[config.mk]
export PLATFORM = sky130hd
export DESIGN_NAME = seq_pattern_tx
export DESIGN_NICKNAME = d
export VERILOG_FILES = /design/src/rtl/seq_pattern_tx.sv
export SDC_FILE = /design/constraint.sdc
export NUM_CORES = 1
export LEC_CHECK = 0
export ABC_AREA = 1
export ABC_CLOCK_PERIOD_IN_PS = 1750
export CORE_UTILIZATION = 42
export DETAILED_ROUTE_END_ITERATION = 12
export PLACE_DENSITY = 0.71
export SYNTH_ARGS = -nofsm -noshare
export SYNTH_HDL_FRONTEND = slang
export SYNTH_SLANG_ARGS = --single-unit
[constraint.sdc]
create_clock -name clk -period 1.75 [get_ports clk]
set_clock_uncertainty 0.1 [all_clocks]
set_input_delay 0.2625 -clock clk [delete_from_list [all_inputs] [get_ports clk]]
set_output_delay 0.2625 -clock clk [all_outputs]
set_load 0.01 [all_outputs]
[src/rtl/seq_pattern_tx.sv]
// Serial pattern transmitter: latches a word, shifts it MSB-first (in_rep+1) times with idle gaps.
// Optional even-parity bit per repetition when SEQ_TX_PARITY_EN is defined.
module seq_pattern_tx #(
  parameter int PAT_W   = 8,
  parameter int REP_W   = 4,
  parameter int GAP_CYC = 2
) (
  input  logic             clk,
  input  logic             rst,
  input  logic             in_valid,
  output logic             in_ready,
  input  logic [PAT_W-1:0] in_data,
  input  logic [REP_W-1:0] in_rep,
  input  logic             abort,
  output logic             ser_out,
  output logic             ser_en,
  output logic             busy,
  output logic             frame_done
);

`ifdef SEQ_TX_PARITY_EN
  localparam int NB = PAT_W + 1;
`else
  localparam int NB = PAT_W;
`endif
  localparam int IW = $clog2(NB);
  localparam int GW = (GAP_CYC > 1) ? $clog2(GAP_CYC) : 1;
  localparam logic [IW-1:0] IDX_TOP = IW'(NB - 1);
  localparam logic [GW-1:0] GAP_TOP = (GAP_CYC > 0) ? GW'(GAP_CYC - 1) : '0;

  typedef enum logic [1:0] {S_IDLE, S_SHIFT, S_GAP} state_t;

  state_t           state_q, state_d;
  logic [PAT_W-1:0] word_q, word_d;
  logic [IW-1:0]    idx_q, idx_d;
  logic [REP_W-1:0] rep_q, rep_d;
  logic [GW-1:0]    gap_q, gap_d;
  logic             ser_out_q, ser_out_d;
  logic             ser_en_q, ser_en_d;
  logic             busy_q, busy_d;
  logic             frame_done_q, frame_done_d;
  logic [PAT_W-1:0] shifted;
  logic             bit_d;

  always_ff @(posedge clk or posedge rst) begin
    if (rst) begin
      state_q      <= S_IDLE;
      word_q       <= '0;
      idx_q        <= '0;
      rep_q        <= '0;
      gap_q        <= '0;
      ser_out_q    <= 1'b0;
      ser_en_q     <= 1'b0;
      busy_q       <= 1'b0;
      frame_done_q <= 1'b0;
    end else begin
      state_q      <= state_d;
      word_q       <= word_d;
      idx_q        <= idx_d;
      rep_q        <= rep_d;
      gap_q        <= gap_d;
      ser_out_q    <= ser_out_d;
      ser_en_q     <= ser_en_d;
      busy_q       <= busy_d;
      frame_done_q <= frame_done_d;
    end
  end

  always_comb begin
    state_d = state_q;
    word_d  = word_q;
    idx_d   = idx_q;
    rep_d   = rep_q;
    gap_d   = gap_q;
    unique case (state_q)
      S_IDLE: begin
        if (in_valid) begin
          state_d = S_SHIFT;
          word_d  = in_data;
          rep_d   = in_rep;
          idx_d   = IDX_TOP;
        end
      end
      S_SHIFT: begin
        if (abort) begin
          state_d = S_IDLE;
          idx_d   = '0;
          rep_d   = '0;
          gap_d   = '0;
        end else if (idx_q != '0) begin
          idx_d = idx_q - IW'(1);
        end else if (rep_q != '0) begin
          rep_d = rep_q - REP_W'(1);
          if (GAP_CYC > 0) begin
            state_d = S_GAP;
            gap_d   = GAP_TOP;
          end else begin
            idx_d = IDX_TOP;
          end
        end else begin
          state_d = S_IDLE;
        end
      end
      S_GAP: begin
        if (abort) begin
          state_d = S_IDLE;
          idx_d   = '0;
          rep_d   = '0;
          gap_d   = '0;
        end else if (gap_q != '0) begin
          gap_d = gap_q - GW'(1);
        end else begin
          state_d = S_SHIFT;
          idx_d   = IDX_TOP;
        end
      end
      default: state_d = S_IDLE;
    endcase
  end

  // Registered outputs are decoded from the next state so they line up with the bit being sent.
  always_comb begin
    ser_en_d     = (state_d == S_SHIFT);
    busy_d       = (state_d != S_IDLE);
    frame_done_d = ser_en_d && (idx_d == '0) && (rep_d == '0);
    shifted      = '0;
`ifdef SEQ_TX_PARITY_EN
    if (idx_d == '0) begin
      bit_d = ^word_d;
    end else begin
      shifted = word_d >> (idx_d - IW'(1));
      bit_d   = shifted[0];
    end
`else
    shifted = word_d >> idx_d;
    bit_d   = shifted[0];
`endif
    ser_out_d = ser_en_d & bit_d;
  end

  assign in_ready   = (state_q == S_IDLE);
  assign ser_out    = ser_out_q;
  assign ser_en     = ser_en_q;
  assign busy       = busy_q;
  assign frame_done = frame_done_q;

endmodule

## Yosys cells after proc, flatten, opt, wreduce, memory -nomap -nowiden

Cells that the tools add are included.

- Flip-flop bits (word level): 22
- Input port bits: 16
- Logic and storage cells: 56

- Add/subtract/negate cells: 3
- Equality and inequality tests: 5
- Shifts and indexed selects: 1
- Muxes and demuxes: 27
- Bitwise operators: 1
- Reductions and logical operators: 10

Operators by type and width:

| operator | count |
|---|---|
| two-way mux 4 bit | 5 |
| two-way mux 8 bit | 2 |
| two-way mux 3 bit | 5 |
| two-way mux 2 bit | 6 |
| case mux 4 bit (3 select lines) | 1 |
| case mux 3 bit (3 select lines) | 1 |
| >> shifter 8 x 3 -> 1 bit | 1 |
| inequality test 3 bit, second input constant | 2 |
| case mux 2 bit (3 select lines) | 1 |
| two-way mux 1 bit | 5 |
| equality test 2 x 1 -> 1 bit, second input constant | 2 |
| zero test 4 bit | 1 |
| nonzero test 2 bit | 2 |
| nonzero test 4 bit | 1 |
| subtractor 4 x 1 -> 4 bit, second input constant | 1 |
| zero test 3 bit | 1 |
| AND reduction 3 bit | 1 |
| nonzero test 3 bit | 1 |
| subtractor 3 x 1 -> 3 bit, second input constant | 1 |
| equality test 2 bit, second input constant | 1 |
| logical AND 1 bit | 2 |
| zero test 2 bit | 1 |
| case mux 1 bit (2 select lines) | 1 |
| bitwise AND 1 bit | 1 |
| subtractor 1 bit, second input constant | 1 |

## Longest topological paths before layout

Gate-level depths: netlist of run 1.

- Depth in word-level cells: 8
- Gate-level depth with buffers: 12

## Worst setup path after synthesis of run 1

OpenSTA, ideal clock, no wires.

- Path type: flip-flop to flip-flop
- From: register idx_q[1]
- To: register frame_done_q (netlist: frame_done)
- Library setup time: 71 ps
- Arrival time: 1512 ps
- Required time: 1579 ps
- Setup slack: 67 ps
- Stages on the path, launching flop included: 13
- Path buffers: 0
- Path through: dfrtp_1 > inv_1 > ha_1 > inv_1 > nor2_1 > nand2_1 > nand2_1 > nand2_1 > nand2_1 > nand2_1 > nor2_1 > nand3_1 > nor2_1

- Elaborated cells on any way between the ends: 19
- Those cells by class: add/sub: 1; eq/ne: 1; mux: 12; reduce/logical: 5

RTL lines:

| item | RTL line | text |
|---|---|---|
| from (decl) | 35 | `logic [IW-1:0] idx_q, idx_d;` |
| from (signal assigned) | 59 | `idx_q <= idx_d;` |
| nonzero test 3 bit | 90 | `end else if (idx_q != '0) begin` |
| two-way mux 4 bit | 90 |  |
| two-way mux 4 bit | 85 | `if (abort) begin` |
| case mux 4 bit (3 select lines) | 75 | `unique case (state_q)` |
| via rep_d[1] | 36 | `logic [REP_W-1:0] rep_q, rep_d;` |
| zero test 4 bit | 125 | `frame_done_d = ser_en_d && (idx_d == '0) && (rep_d == '0);` |
| logical AND 1 bit | 125 |  |
| via frame_done_d | 41 | `logic frame_done_q, frame_done_d;` |
| to (signal assigned) | 65 | `frame_done_q <= frame_done_d;` |
| to (decl) | 41 |  |

The timed path passes the listed nets, and every way through them passes these cells.
A chain may end at the register's enable or synchronous reset.

## Final worst setup path of run 1

- From: register idx_q[0]
- To: register ser_out_q (netlist: ser_out)

- Cells in the longest elaborated chain, start to end: 6
- Elaborated cells on any way between the ends: 14
- Those cells by class: add/sub: 1; eq/ne: 1; shift: 1; mux: 9; bitwise: 1; reduce/logical: 1

Ends and longest elaborated chain:

| item | RTL line | text |
|---|---|---|
| subtractor 3 x 1 -> 3 bit or nonzero test 3 bit (tied branches) | 91, 90 |  |
| two-way mux 3 bit | 90 |  |
| two-way mux 3 bit | 85 |  |
| case mux 3 bit (3 select lines) (*) | 75 |  |
| via idx_d[0] | 35 |  |
| >> shifter 8 x 3 -> 1 bit (*) | 135 | `shifted = word_d >> idx_d;` |
| bitwise AND 1 bit (*) | 138 | `ser_out_d = ser_en_d & bit_d;` |
| via ser_out_d | 38 | `logic ser_out_q, ser_out_d;` |
| to (signal assigned) | 62 | `ser_out_q <= ser_out_d;` |
| to (decl) | 38 |  |

Mark *: on every way through the listed nets, which the timed path passes. The rest lies on a longest branch.

==> flow_summary.rst, run 1 <==
.. list-table::
   :header-rows: 1

   * - Metric
     - Value
   * - Switching power as a share of total power
     - 44.3%
   * - CP endpoint kind
     - flip-flop
   * - Die X-Extent
     - 58.2 µm
   * - Average vias per placed instance
     - 4.94
   * - Number of buffer and inverter stages on the critical path
     - 3
   * - Initial Util
     - 43.8%
   * - Most area-hungry cell type in the Yosys netlist
     - dfrtp_1
   * - Number of port buffers
     - 20
   * - Final min period
     - 1.80 ns
   * - Standard cell with the maximum stage delay on the critical path
     - dfrtp_1
   * - Ratio of cells with drive above 1 in the final layout
     - 26.0%
   * - Final core utilization
     - 63.4%
   * - Standby leakage power
     - 0.00101 µW
   * - Depth of the most critical reg-to-reg path
     - 10
   * - Worst slew margin relative to its limit
     - 80.3%
   * - Setup slack on the worst flop-to-flop path
     - -0.05 ns
   * - Logic gate share of total power
     - 63.3%
   * - Post-synthesis instance total
     - 191
   * - Final number of setup-violating endpoints
     - 1
   * - Number of antenna repair diodes
     - 0
   * - Most common library cell in the layout ignoring fill and taps
     - nand2_1
   * - Violated checks
     - setup timing
   * - Total number of placement rows
     - 20
   * - Worst endpoint data arrival time
     - 1.94 ns
   * - Number of maximum-capacitance violations
     - 0
   * - Worst setup margin
     - -0.0499 ns
   * - Total Wirelength
     - 3670 µm
   * - Clock share of power
     - 12.0%
   * - DP HPWL
     - 2430 µm
   * - Clock root buffer
     - clkbuf_4
   * - All-layer global routing usage
     - 21.2%
   * - Mean cell area of the mapped netlist
     - 6.94 µm²
   * - Fraction of synthesized cell area taken by the top area cell type
     - 41.5%
   * - R2r startpoint
     - idx_q[0]$_DFF_PP0_
   * - Net switching power
     - 1500 µW
   * - Initial antenna violation count
     - 0
   * - Nature of the critical path startpoint
     - flip-flop
   * - Commonest cells after routing, fill and taps aside
     - nand2_1, buf_4, dfrtp_1
   * - Clock latency of the later-clocked register in the worst-skew pair
     - 0.33 ns
   * - Layout Nets
     - 262
   * - Number of hold-repair buffers added at the cts stage
     - 0
   * - CP max stage delay
     - 0.42 ns
   * - Reg2reg end
     - ser_out$_DFF_PP0_
   * - Highest net fanout along the worst path
     - 6
   * - Overflow left after global routing
     - 0
   * - Count of distinct cell types in the synthesized netlist
     - 19
   * - DR pass1 iterations
     - 4
   * - Critical path start-end classification
     - reg -> reg
   * - Via count of the first global-routing pass
     - 1224
   * - Cell chain of the critical path
     - inv_2 > buf_4 > buf_4 > nand3_1 > nand4_1 > nand3_2 > nand2_1 > nand3_2 > nand3_2 > nand2_1
   * - Pin count of the biggest net entering global routing
     - 23
   * - Worst Hold Class
     - in -> async
   * - Number of design rule violations left after detail routing
     - 0
   * - Number of nets produced by synthesis
     - 210
   * - Cell type with the highest occurrence count on the critical path
     - nand3_2
   * - Top achievable clock speed
     - 556 MHz
   * - Inserted Clock Buffers
     - 3
   * - DR vias
     - 1413
   * - DRC marker count from the first detailed-route iteration
     - 72
   * - Internal Power
     - 1890 µW
   * - Number of primary I/O pins
     - 21
   * - Register bit total from synthesis
     - 22
   * - Routed length per instance
     - 12.8 µm
   * - Fin crit share
     - 103%
   * - Power Density
     - 1770 nW/µm²
   * - Most area-consuming cells after synthesis
     - dfrtp_1, nand2_1, nand3_1
   * - Max IR drop VDD
     - 0.619 mV
   * - Required time at the worst-slack endpoint
     - 1.89 ns
   * - CTS clk-pin slew, worst paths
     - 0.14 ns
   * - Remaining antenna violation count after routing
     - 0
   * - Total clock sinks
     - 22
   * - TritonCTS clock tree
     - done
   * - Area growth from synthesis to final layout
     - 44.9%
   * - First-pass GRT wire length
     - 5450 µm
   * - Number of buffers on the longest clock path
     - 2
   * - Yosys synthesis warning count
     - 0
   * - Core region area
     - 3030 µm²
   * - H-tree levels
     - 1
   * - Die Outline Area
     - 3380 µm²
   * - Pin slew with the least headroom to its limit
     - 0.295 ns
   * - Netlist Area Pre-Place
     - 1330 µm²
   * - Outcome
     - finished, violations left
   * - Final RePlAce weighted congestion
     - 0.915
   * - Setup repair after global routing missed its margin
     - yes
   * - Number of hold violations in the final report
     - 0
   * - Y dimension of the die
     - 58.2 µm
   * - Number of pins with negative max-slew slack in the final report
     - 0
   * - Fraction of power consumed by sequential logic
     - 24.7%
   * - Crit-path leading delay family
     - simple AND/OR/NAND/NOR gates
   * - Sequential area share after synthesis
     - 41.5%
   * - Sum of negative setup slack
     - -0.0499 ns
==> cell usage after synthesis <==
master,n
o21a_1,1
a21oi_1,2
nand3_1,17
or2_2,1
o211ai_1,2
nor2_1,16
nor2_4,2
o22ai_1,1
nand2_1,80
buf_4,1
dfrtp_1,22
inv_1,21
inv_2,2
nand2_4,1
o21ai_0,6
ha_1,3
nand4_1,8
nand3_2,2
nand2_2,3
==> cells by family (layout without fill, tap and decap cells) <==
kind of cell               Yosys count  after routing  share of synthesized area, %
adders and majority gates            3              3                          2.83
AOI/OAI and AO/OA                   12             12                          5.19
and+or+nand+nor                    130            130                          43.3
DFF                                 22             22                          41.5
buffers and inverters               24             75                          7.08
==> power groups by stage <==
stage	registers, µW	logic, µW	clock network (µW)
final	837	2150	407
after global placement	841	1740	0
after global routing	856	2360	440
after CTS	825	1810	410
after detailed placement	849	1750	0
after floorplan	851	1100	0
==> worst max-delay path by stage <==
stage,to,cells past startpoint,start
final,ser_out$_DFF_PP0_,10,idx_q[0]$_DFF_PP0_
after global routing,ser_out$_DFF_PP0_,10,idx_q[0]$_DFF_PP0_
after CTS,frame_done$_DFF_PP0_,13,idx_q[0]$_DFF_PP0_
after detailed placement,frame_done$_DFF_PP0_,11,abort
after global placement,frame_done$_DFF_PP0_,11,abort
after floorplan,frame_done$_DFF_PP0_,12,idx_q[1]$_DFF_PP0_
==> worst reg2reg max path, cell delays in order (launching register included) <==
cell and delay (ns):
dfrtp_1 0.42, inv_2 0.09, buf_4 0.11, buf_4 0.11
nand3_1 0.09, nand4_1 0.26, nand3_2 0.19, nand2_1 0.13
nand3_2 0.08, nand3_2 0.08, nand2_1 0.04
==> final cells by class <==
class / instances / area (µm²)
multi-input combinational: 145 / 758
fill: 279 / 1110
clock buffer: 3 / 22.5
timing repair buffer: 48 / 413
sequential: 22 / 552
tap: 44 / 55.1
clock inverter: 1 / 30.0
inverter: 23 / 88.8
==> sequential cells by signal (all words and copies together) (netlist names) <==
name / count
busy: 1
frame_done: 1
gap_q: 1
idx_q: 3
rep_q: 4
ser_en: 1
ser_out: 1
state_q: 2
word_q: 8
==> repair_timing <==
| action | CTS | global route |
|---|---|---|
| endpoints found under the setup margin | 3 | 5 |
| gates cloned | 0 | 0 |
| buffers inserted | 3 | 4 |
| pin swaps | 3 | 13 |
| gates resized for setup | 4 | 25 |
| hold endpoints to repair | 0 | 0 |
==> routing by layer <==
layer  share of wire [%]  global-route usage [%]  vias up
met5                   0                       0        -
met4                 2.0                    9.52        0
met3                 4.7                    2.23        7
met2                  50                    35.5       47
met1                  44                    27.8      650
li1                    -                       -      709
==> metrics by stage <==
step | cell area, µm² | instances | setup slack (ns) | hold WS, ns | power (µW)
6_report | 1920 | 286 | -0.0499 | 0.148 | 3390
5_1_grt | 1920 | 286 | -0.112 | 0.174 | 3660
4_1_cts | 1810 | 282 | 0.00224 | 0.166 | 3050
3_5_place_dp | 1730 | 275 | -0.144 | 0.368 | 2600
3_3_place_gp | 1730 | 275 | -0.124 | 0.371 | 2580
2_1_floorplan | 1330 | 191 | 0.0670 | 0.152 | 1960
Note: power is estimated with default switching activity, not from simulation.
==> inputs of run 2 (changes only) <==
--- a/config.mk
+++ b/config.mk
@@ -6,9 +6,10 @@
 export NUM_CORES = 1
 export LEC_CHECK = 0
 export ABC_AREA = 1
-export ABC_CLOCK_PERIOD_IN_PS = 1750
+export ABC_CLOCK_PERIOD_IN_PS = 1500
 export CORE_UTILIZATION = 42
 export DETAILED_ROUTE_END_ITERATION = 12
+export GPL_ROUTABILITY_DRIVEN = 0
 export PLACE_DENSITY = 0.71
 export SYNTH_ARGS = -nofsm -noshare
 export SYNTH_HDL_FRONTEND = slang
==> constraint.sdc (replaced) <==
create_clock -name clk -period 1.5 [get_ports clk]
set_clock_uncertainty 0.1 [all_clocks]
set_input_delay 0.225 -clock clk [delete_from_list [all_inputs] [get_ports clk]]
set_output_delay 0.225 -clock clk [all_outputs]
set_load 0.01 [all_outputs]
==> flow_summary.rst, run 2 (synthesized netlist as in run 1, its figures left out) <==
.. list-table::
   :header-rows: 1

   * - Metric
     - Value
   * - Outcome
     - finished, violations left (unchanged)
   * - Violated checks
     - setup timing (unchanged)
   * - H-tree levels
     - 1 (unchanged)
   * - Clock latency of the later-clocked register in the worst-skew pair
     - 0.31 ns (was 0.33 ns)
   * - Number of maximum-capacitance violations
     - 0 (unchanged)
   * - Sum of negative setup slack
     - -0.784 ns (was -0.0499 ns)
   * - Pin slew with the least headroom to its limit
     - 0.424 ns (was 0.295 ns)
   * - Top achievable clock speed
     - 578 MHz (was 556 MHz)
   * - Number of hold-repair buffers added at the cts stage
     - 0 (unchanged)
   * - Clock share of power
     - 10.0% (was 12.0%)
   * - Y dimension of the die
     - 58.2 µm (unchanged)
   * - Inserted Clock Buffers
     - 3 (unchanged)
   * - Depth of the most critical reg-to-reg path
     - 11 (was 10)
   * - Critical path start-end classification
     - reg -> reg (unchanged)
   * - Switching power as a share of total power
     - 42.9% (was 44.3%)
   * - Number of port buffers
     - 20 (unchanged)
   * - Routed length per instance
     - 12.5 µm (was 12.8 µm)
   * - Final core utilization
     - 71.7% (was 63.4%)
   * - Max IR drop VDD
     - 1.02 mV (was 0.619 mV)
   * - DR vias
     - 1485 (was 1413)
   * - Worst setup margin
     - -0.231 ns (was -0.0499 ns)
   * - Number of hold violations in the final report
     - 0 (unchanged)
   * - Layout Nets
     - 282 (was 262)
   * - Worst slew margin relative to its limit
     - 71.7% (was 80.3%)
   * - Setup repair after global routing missed its margin
     - yes (unchanged)
   * - CTS clk-pin slew, worst paths
     - 0.13 ns (was 0.14 ns)
   * - Average vias per placed instance
     - 4.85 (was 4.94)
   * - Highest net fanout along the worst path
     - 4 (was 6)
   * - CP endpoint kind
     - flip-flop (unchanged)
   * - Power Density
     - 2100 nW/µm² (was 1770 nW/µm²)
   * - Final number of setup-violating endpoints
     - 8 (was 1)
   * - DP HPWL
     - 2640 µm (was 2430 µm)
   * - Number of design rule violations left after detail routing
     - 0 (unchanged)
   * - Clock root buffer
     - clkbuf_4 (unchanged)
   * - Total clock sinks
     - 22 (unchanged)
   * - Logic gate share of total power
     - 68.5% (was 63.3%)
   * - Largest register FFs
     - 8 (unchanged)
   * - Total number of placement rows
     - 20 (unchanged)
   * - Nature of the critical path startpoint
     - flip-flop (unchanged)
   * - Number of buffers on the longest clock path
     - 2 (unchanged)
   * - Via count of the first global-routing pass
     - 1394 (was 1224)
   * - Die X-Extent
     - 58.2 µm (unchanged)
   * - Most common library cell in the layout ignoring fill and taps
     - nand2_1 (unchanged)
   * - Commonest cells after routing, fill and taps aside
     - nand2_1, buf_4, dfrtp_1 (unchanged)
   * - Regs by FF count
     - word_q (8), rep_q (4), idx_q (3) (unchanged)
   * - Register with the most flip-flops
     - word_q (unchanged)
   * - Worst endpoint data arrival time
     - 1.85 ns (was 1.94 ns)
   * - Core region area
     - 3030 µm² (unchanged)
   * - Number of primary I/O pins
     - 21 (unchanged)
   * - Standby leakage power
     - 0.00114 µW (was 0.00101 µW)
   * - DRC marker count from the first detailed-route iteration
     - 61 (was 72)
   * - Area growth from synthesis to final layout
     - 63.9% (was 44.9%)
   * - Filler cell count in the final layout
     - 247 (was 279)
   * - Required time at the worst-slack endpoint
     - 1.62 ns (was 1.89 ns)
   * - Net switching power
     - 1960 µW (was 1500 µW)
   * - All-layer global routing usage
     - 23.8% (was 21.2%)
   * - Final min period
     - 1.73 ns (was 1.80 ns)
   * - Total Wirelength
     - 3820 µm (was 3670 µm)
   * - Internal Power
     - 2610 µW (was 1890 µW)
   * - DR pass1 iterations
     - 4 (unchanged)
   * - Ratio of cells with drive above 1 in the final layout
     - 38.9% (was 26.0%)
   * - First-pass GRT wire length
     - 6090 µm (was 5450 µm)
   * - Initial antenna violation count
     - 0 (unchanged)
   * - Worst Hold Class
     - in -> async (unchanged)
   * - Overflow left after global routing
     - 0 (unchanged)
   * - Pin count of the biggest net entering global routing
     - 23 (unchanged)
   * - Fraction of power consumed by sequential logic
     - 21.5% (was 24.7%)
   * - Fin crit share
     - 115% (was 103%)
   * - Number of pins with negative max-slew slack in the final report
     - 0 (unchanged)
   * - TritonCTS clock tree
     - done (unchanged)
   * - Die Outline Area
     - 3380 µm² (unchanged)
   * - Initial Util
     - 43.8% (unchanged)
   * - Remaining antenna violation count after routing
     - 0 (unchanged)
   * - Number of antenna repair diodes
     - 0 (unchanged)
==> run 2: path summary, 6_finish.rpt <==
kind	from	end	slack [ns]
worst max-delay path	idx_q[1]$_DFF_PP0_	ser_out$_DFF_PP0_	-0.23
worst min-delay path	rst	rep_q[0]$_DFF_PP0_	0.14
worst max register to register	idx_q[1]$_DFF_PP0_	ser_out$_DFF_PP0_	-0.23
worst min register to register	word_q[4]$_DFF_PP0_	word_q[4]$_DFF_PP0_	0.42
max in group asynchronous	rst	state_q[1]$_DFF_PP0_	0.93
min in group clk	in_data[4]	word_q[4]$_DFF_PP0_	0.38
==> run 2: power by group through the flow <==
stage          combinational [µW]  clock, µW  sequential, µW
6_report                     3130        459             982
2_1_floorplan                1340          0            1010
5_1_grt                      3400        495            1000
3_5_place_dp                 2420          0             999
3_3_place_gp                 2390          0             993
4_1_cts                      2870        467             976
==> run 2: timing repair <==
action                     in CTS  in global routing
pin swaps                      18                 17
resized for setup              39                 23
buffers inserted                8                  1
setup endpoints to repair      11                 11
==> run 2: cell type report <==
cell class,count,area (µm²),share of cell area (%)
inverter,23,88.8,4.09
tap,44,55.1,2.53
timing repair buffer,68,581,26.7
clock buffer,3,22.5,1.04
multi-input combinational,145,842,38.8
sequential,22,553,25.5
clock inverter,1,30.0,1.38
==> run 2: routing by layer <==
metal / part of all wire [%] / vias to the layer above / wire (µm) / global-route usage (%)
li1: - / 752 / - / -
met1: 46 / 683 / 1740 / 33.0
met2: 50 / 46 / 1910 / 38.6
met3: 3.4 / 4 / 129 / 2.23
met4: 1.2 / 0 / 44 / 9.18
met5: 0 / - / 0 / 0
==> run 2: per-stage QoR <==
step                      std cells  hold slack [ns]  power [µW]  area (µm²)  worst slack (ns)
after floorplan                 191            0.114        2350        1350           -0.0134
after global placement          293            0.368        3380        1890            -0.404
after detailed placement        293            0.373        3420        1890            -0.410
after CTS                       305            0.141        4320        2110            -0.142
after global routing            306            0.159        4900        2170            -0.299
final                           306            0.137        4570        2170            -0.231
==> run 2: worst max-delay path, cell delays in order, from the launching register on <==
cell	delay (ns)
dfrtp_1	0.42
inv_2	0.09
ha_4	0.14
buf_6	0.10
nand2_4	0.06
nand2_2	0.05
nand4_1	0.15
buf_4	0.20
nand4_1	0.10
nand3_2	0.09
nand3_1	0.09
nand2_1	0.05
==> inputs of run 3 (changes only) <==
--- a/config.mk
+++ b/config.mk
@@ -6,11 +6,11 @@
 export NUM_CORES = 1
 export LEC_CHECK = 0
 export ABC_AREA = 1
-export ABC_CLOCK_PERIOD_IN_PS = 1500
+export ABC_CLOCK_PERIOD_IN_PS = 1900
 export CORE_UTILIZATION = 42
 export DETAILED_ROUTE_END_ITERATION = 12
 export GPL_ROUTABILITY_DRIVEN = 0
-export PLACE_DENSITY = 0.71
+export PLACE_DENSITY = 0.69
 export SYNTH_ARGS = -nofsm -noshare
 export SYNTH_HDL_FRONTEND = slang
 export SYNTH_SLANG_ARGS = --single-unit
==> constraint.sdc (replaced) <==
create_clock -name clk -period 1.9 [get_ports clk]
set_clock_uncertainty 0.1 [all_clocks]
set_input_delay 0.285 -clock clk [delete_from_list [all_inputs] [get_ports clk]]
set_output_delay 0.285 -clock clk [all_outputs]
set_load 0.01 [all_outputs]
==> flow_summary.rst, run 3 (synthesized netlist as in run 1, its figures left out) <==
.. list-table::
   :header-rows: 1

   * - Metric
     - Value
   * - Outcome
     - finished clean (was finished, violations left)
   * - Total number of placement rows
     - 20 (unchanged)
   * - Via count of the first global-routing pass
     - 1119 (was 1394)
   * - Worst endpoint data arrival time
     - 1.93 ns (was 1.85 ns)
   * - Area growth from synthesis to final layout
     - 31.4% (was 63.9%)
   * - Highest net fanout along the worst path
     - 6 (was 4)
   * - Commonest cells after routing, fill and taps aside
     - nand2_1, dfrtp_1, clkdlybuf4s50_1 (was nand2_1, buf_4, dfrtp_1)
   * - Initial antenna violation count
     - 0 (unchanged)
   * - Hold WS
     - 0.180 ns (was 0.137 ns)
   * - Die Outline Area
     - 3380 µm² (unchanged)
   * - All-layer global routing usage
     - 19.2% (was 23.8%)
   * - Standby leakage power
     - 0.000921 µW (was 0.00114 µW)
   * - Reg2reg end
     - ser_out$_DFF_PP0_ (unchanged)
   * - Clock root buffer
     - clkbuf_4 (unchanged)
   * - Number of hold-repair buffers added at the cts stage
     - 0 (unchanged)
   * - DR vias
     - 1304 (was 1485)
   * - Pin count of the biggest net entering global routing
     - 23 (unchanged)
   * - Overflow left after global routing
     - 0 (unchanged)
   * - Y dimension of the die
     - 58.2 µm (unchanged)
   * - Total clock sinks
     - 22 (unchanged)
   * - Placed Cells
     - 264 (was 293)
   * - DRC marker count from the first detailed-route iteration
     - 44 (was 61)
   * - Core region area
     - 3030 µm² (unchanged)
   * - Depth of the most critical reg-to-reg path
     - 13 (was 11)
   * - Number of buffers on the longest clock path
     - 2 (unchanged)
   * - Top achievable clock speed
     - 555 MHz (was 578 MHz)
   * - Inserted Clock Buffers
     - 3 (unchanged)
   * - Worst setup margin
     - 0.0967 ns (was -0.231 ns)
   * - Initial Util
     - 43.8% (unchanged)
   * - Number of antenna repair diodes
     - 0 (unchanged)
   * - Required time at the worst-slack endpoint
     - 2.02 ns (was 1.62 ns)
   * - Average vias per placed instance
     - 4.79 (was 4.85)
   * - Die X-Extent
     - 58.2 µm (unchanged)
   * - Largest register FFs
     - 8 (unchanged)
   * - Number of port buffers
     - 20 (unchanged)
   * - Number of hold violations in the final report
     - 0 (unchanged)
   * - CP endpoint kind
     - flip-flop (unchanged)
   * - Pin slew with the least headroom to its limit
     - 0.276 ns (was 0.424 ns)
   * - Regs by FF count
     - word_q (8), rep_q (4), idx_q (3) (unchanged)
   * - Register with the most flip-flops
     - word_q (unchanged)
   * - Filler cell count in the final layout
     - 294 (was 247)
   * - Nature of the critical path startpoint
     - flip-flop (unchanged)
   * - Clock latency of the later-clocked register in the worst-skew pair
     - 0.31 ns (about the same)
   * - First-pass GRT wire length
     - 4920 µm (was 6090 µm)
   * - Number of primary I/O pins
     - 21 (unchanged)
   * - DP HPWL
     - 2300 µm (was 2640 µm)
   * - Layout Nets
     - 248 (was 282)
   * - Non-filler cells in the finished layout
     - 272 (was 306)
   * - Max IR drop VDD
     - 0.647 mV (was 1.02 mV)
   * - Final number of setup-violating endpoints
     - 0 (was 8)
   * - Critical path start-end classification
     - reg -> reg (unchanged)
   * - DR pass1 iterations
     - 6 (was 4)
   * - Total Wirelength
     - 3020 µm (was 3820 µm)
   * - Fin crit share
     - 94.9% (was 115%)
   * - Worst slew margin relative to its limit
     - 81.5% (was 71.7%)
   * - Setup slack on the worst flop-to-flop path
     - 0.1 ns (was -0.23 ns)
   * - Final min period
     - 1.80 ns (was 1.73 ns)
   * - Ratio of cells with drive above 1 in the final layout
     - 15.4% (was 38.9%)
   * - CTS clk-pin slew, worst paths
     - 0.13 ns (about the same)
   * - R2r startpoint
     - idx_q[0]$_DFF_PP0_ (was idx_q[1]$_DFF_PP0_)
   * - Most common library cell in the layout ignoring fill and taps
     - nand2_1 (unchanged)
   * - Number of maximum-capacitance violations
     - 0 (unchanged)
   * - TritonCTS clock tree
     - done (unchanged)
   * - Remaining antenna violation count after routing
     - 0 (unchanged)
   * - Sum of negative setup slack
     - 0 ns (was -0.784 ns)
   * - Number of pins with negative max-slew slack in the final report
     - 0 (unchanged)
   * - Routed length per instance
     - 11.1 µm (was 12.5 µm)
   * - Power Density
     - 1550 nW/µm² (was 2100 nW/µm²)
   * - Worst Hold Class
     - in -> async (unchanged)
   * - Number of design rule violations left after detail routing
     - 0 (unchanged)
   * - H-tree levels
     - 1 (unchanged)
   * - Post-Place Setup Slack
     - -0.0260 ns (was -0.410 ns)
==> run 3: where the power goes <==
part           leakage [µW]  switching (µW)  total [µW]  internal [µW]
logic              0.000618             929        1560            630
clock network     0.0000279             147         360            213
registers          0.000276            98.7         774            675
total              0.000921            1170        2690           1520
==> run 3: area by class of cell <==
type / count / area [µm²] / area share, %
sequential: 22 / 551 / 31.6
clock inverter: 1 / 30.0 / 1.73
inverter: 23 / 86.3 / 4.96
timing repair buffer: 34 / 305 / 17.5
tap: 44 / 55.1 / 3.16
clock buffer: 3 / 22.5 / 1.29
multi-input combinational: 145 / 691 / 39.7
==> run 3: per-layer routing <==
layer	global-route usage, %	share of wire (%)
met5	0	0
met1	27.9	48
met3	2.23	5.0
met2	29.6	45
met4	7.14	2.1
==> run 3: per-stage QoR <==
| step | utilization, % | cell area (µm²) | total power, µW |
|---|---|---|---|
| after global placement | 54.4 | 1650 | 2230 |
| after floorplan | - | 1330 | 1800 |
| after detailed placement | 54.4 | 1650 | 2240 |
| after CTS | 56.4 | 1710 | 2630 |
| after global routing | 57.5 | 1740 | 2950 |
| final | 57.5 | 1740 | 2690 |
==> run 3: critical path: stages (launching register included) <==
cell and delay (ns):
dfrtp_1 0.43, inv_2 0.10, ha_2 0.19, inv_1 0.06
nor2_1 0.08, buf_4 0.15, buf_4 0.12, nand2_1 0.05
nand2_1 0.07, nand2_1 0.05, nand2_2 0.10, nand3_1 0.08
nand3_1 0.08, nand2_1 0.05
==> run 3: how the worst max path moves through the flow <==
stage,start,end,cells past startpoint
2_1_floorplan,idx_q[1]$_DFF_PP0_,frame_done$_DFF_PP0_,12
3_3_place_gp,abort,frame_done$_DFF_PP0_,11
3_5_place_dp,abort,frame_done$_DFF_PP0_,11
4_1_cts,idx_q[0]$_DFF_PP0_,frame_done$_DFF_PP0_,13
5_1_grt,idx_q[0]$_DFF_PP0_,frame_done$_DFF_PP0_,13
6_report,idx_q[0]$_DFF_PP0_,ser_out$_DFF_PP0_,13
==> run 3: timing repair <==
item | in CTS | in global routing
pin swaps | 1 | 0
gates cloned | 0 | 0
setup buffers | 1 | 3
resized for setup | 0 | 7
endpoints found under the setup margin | 1 | 3
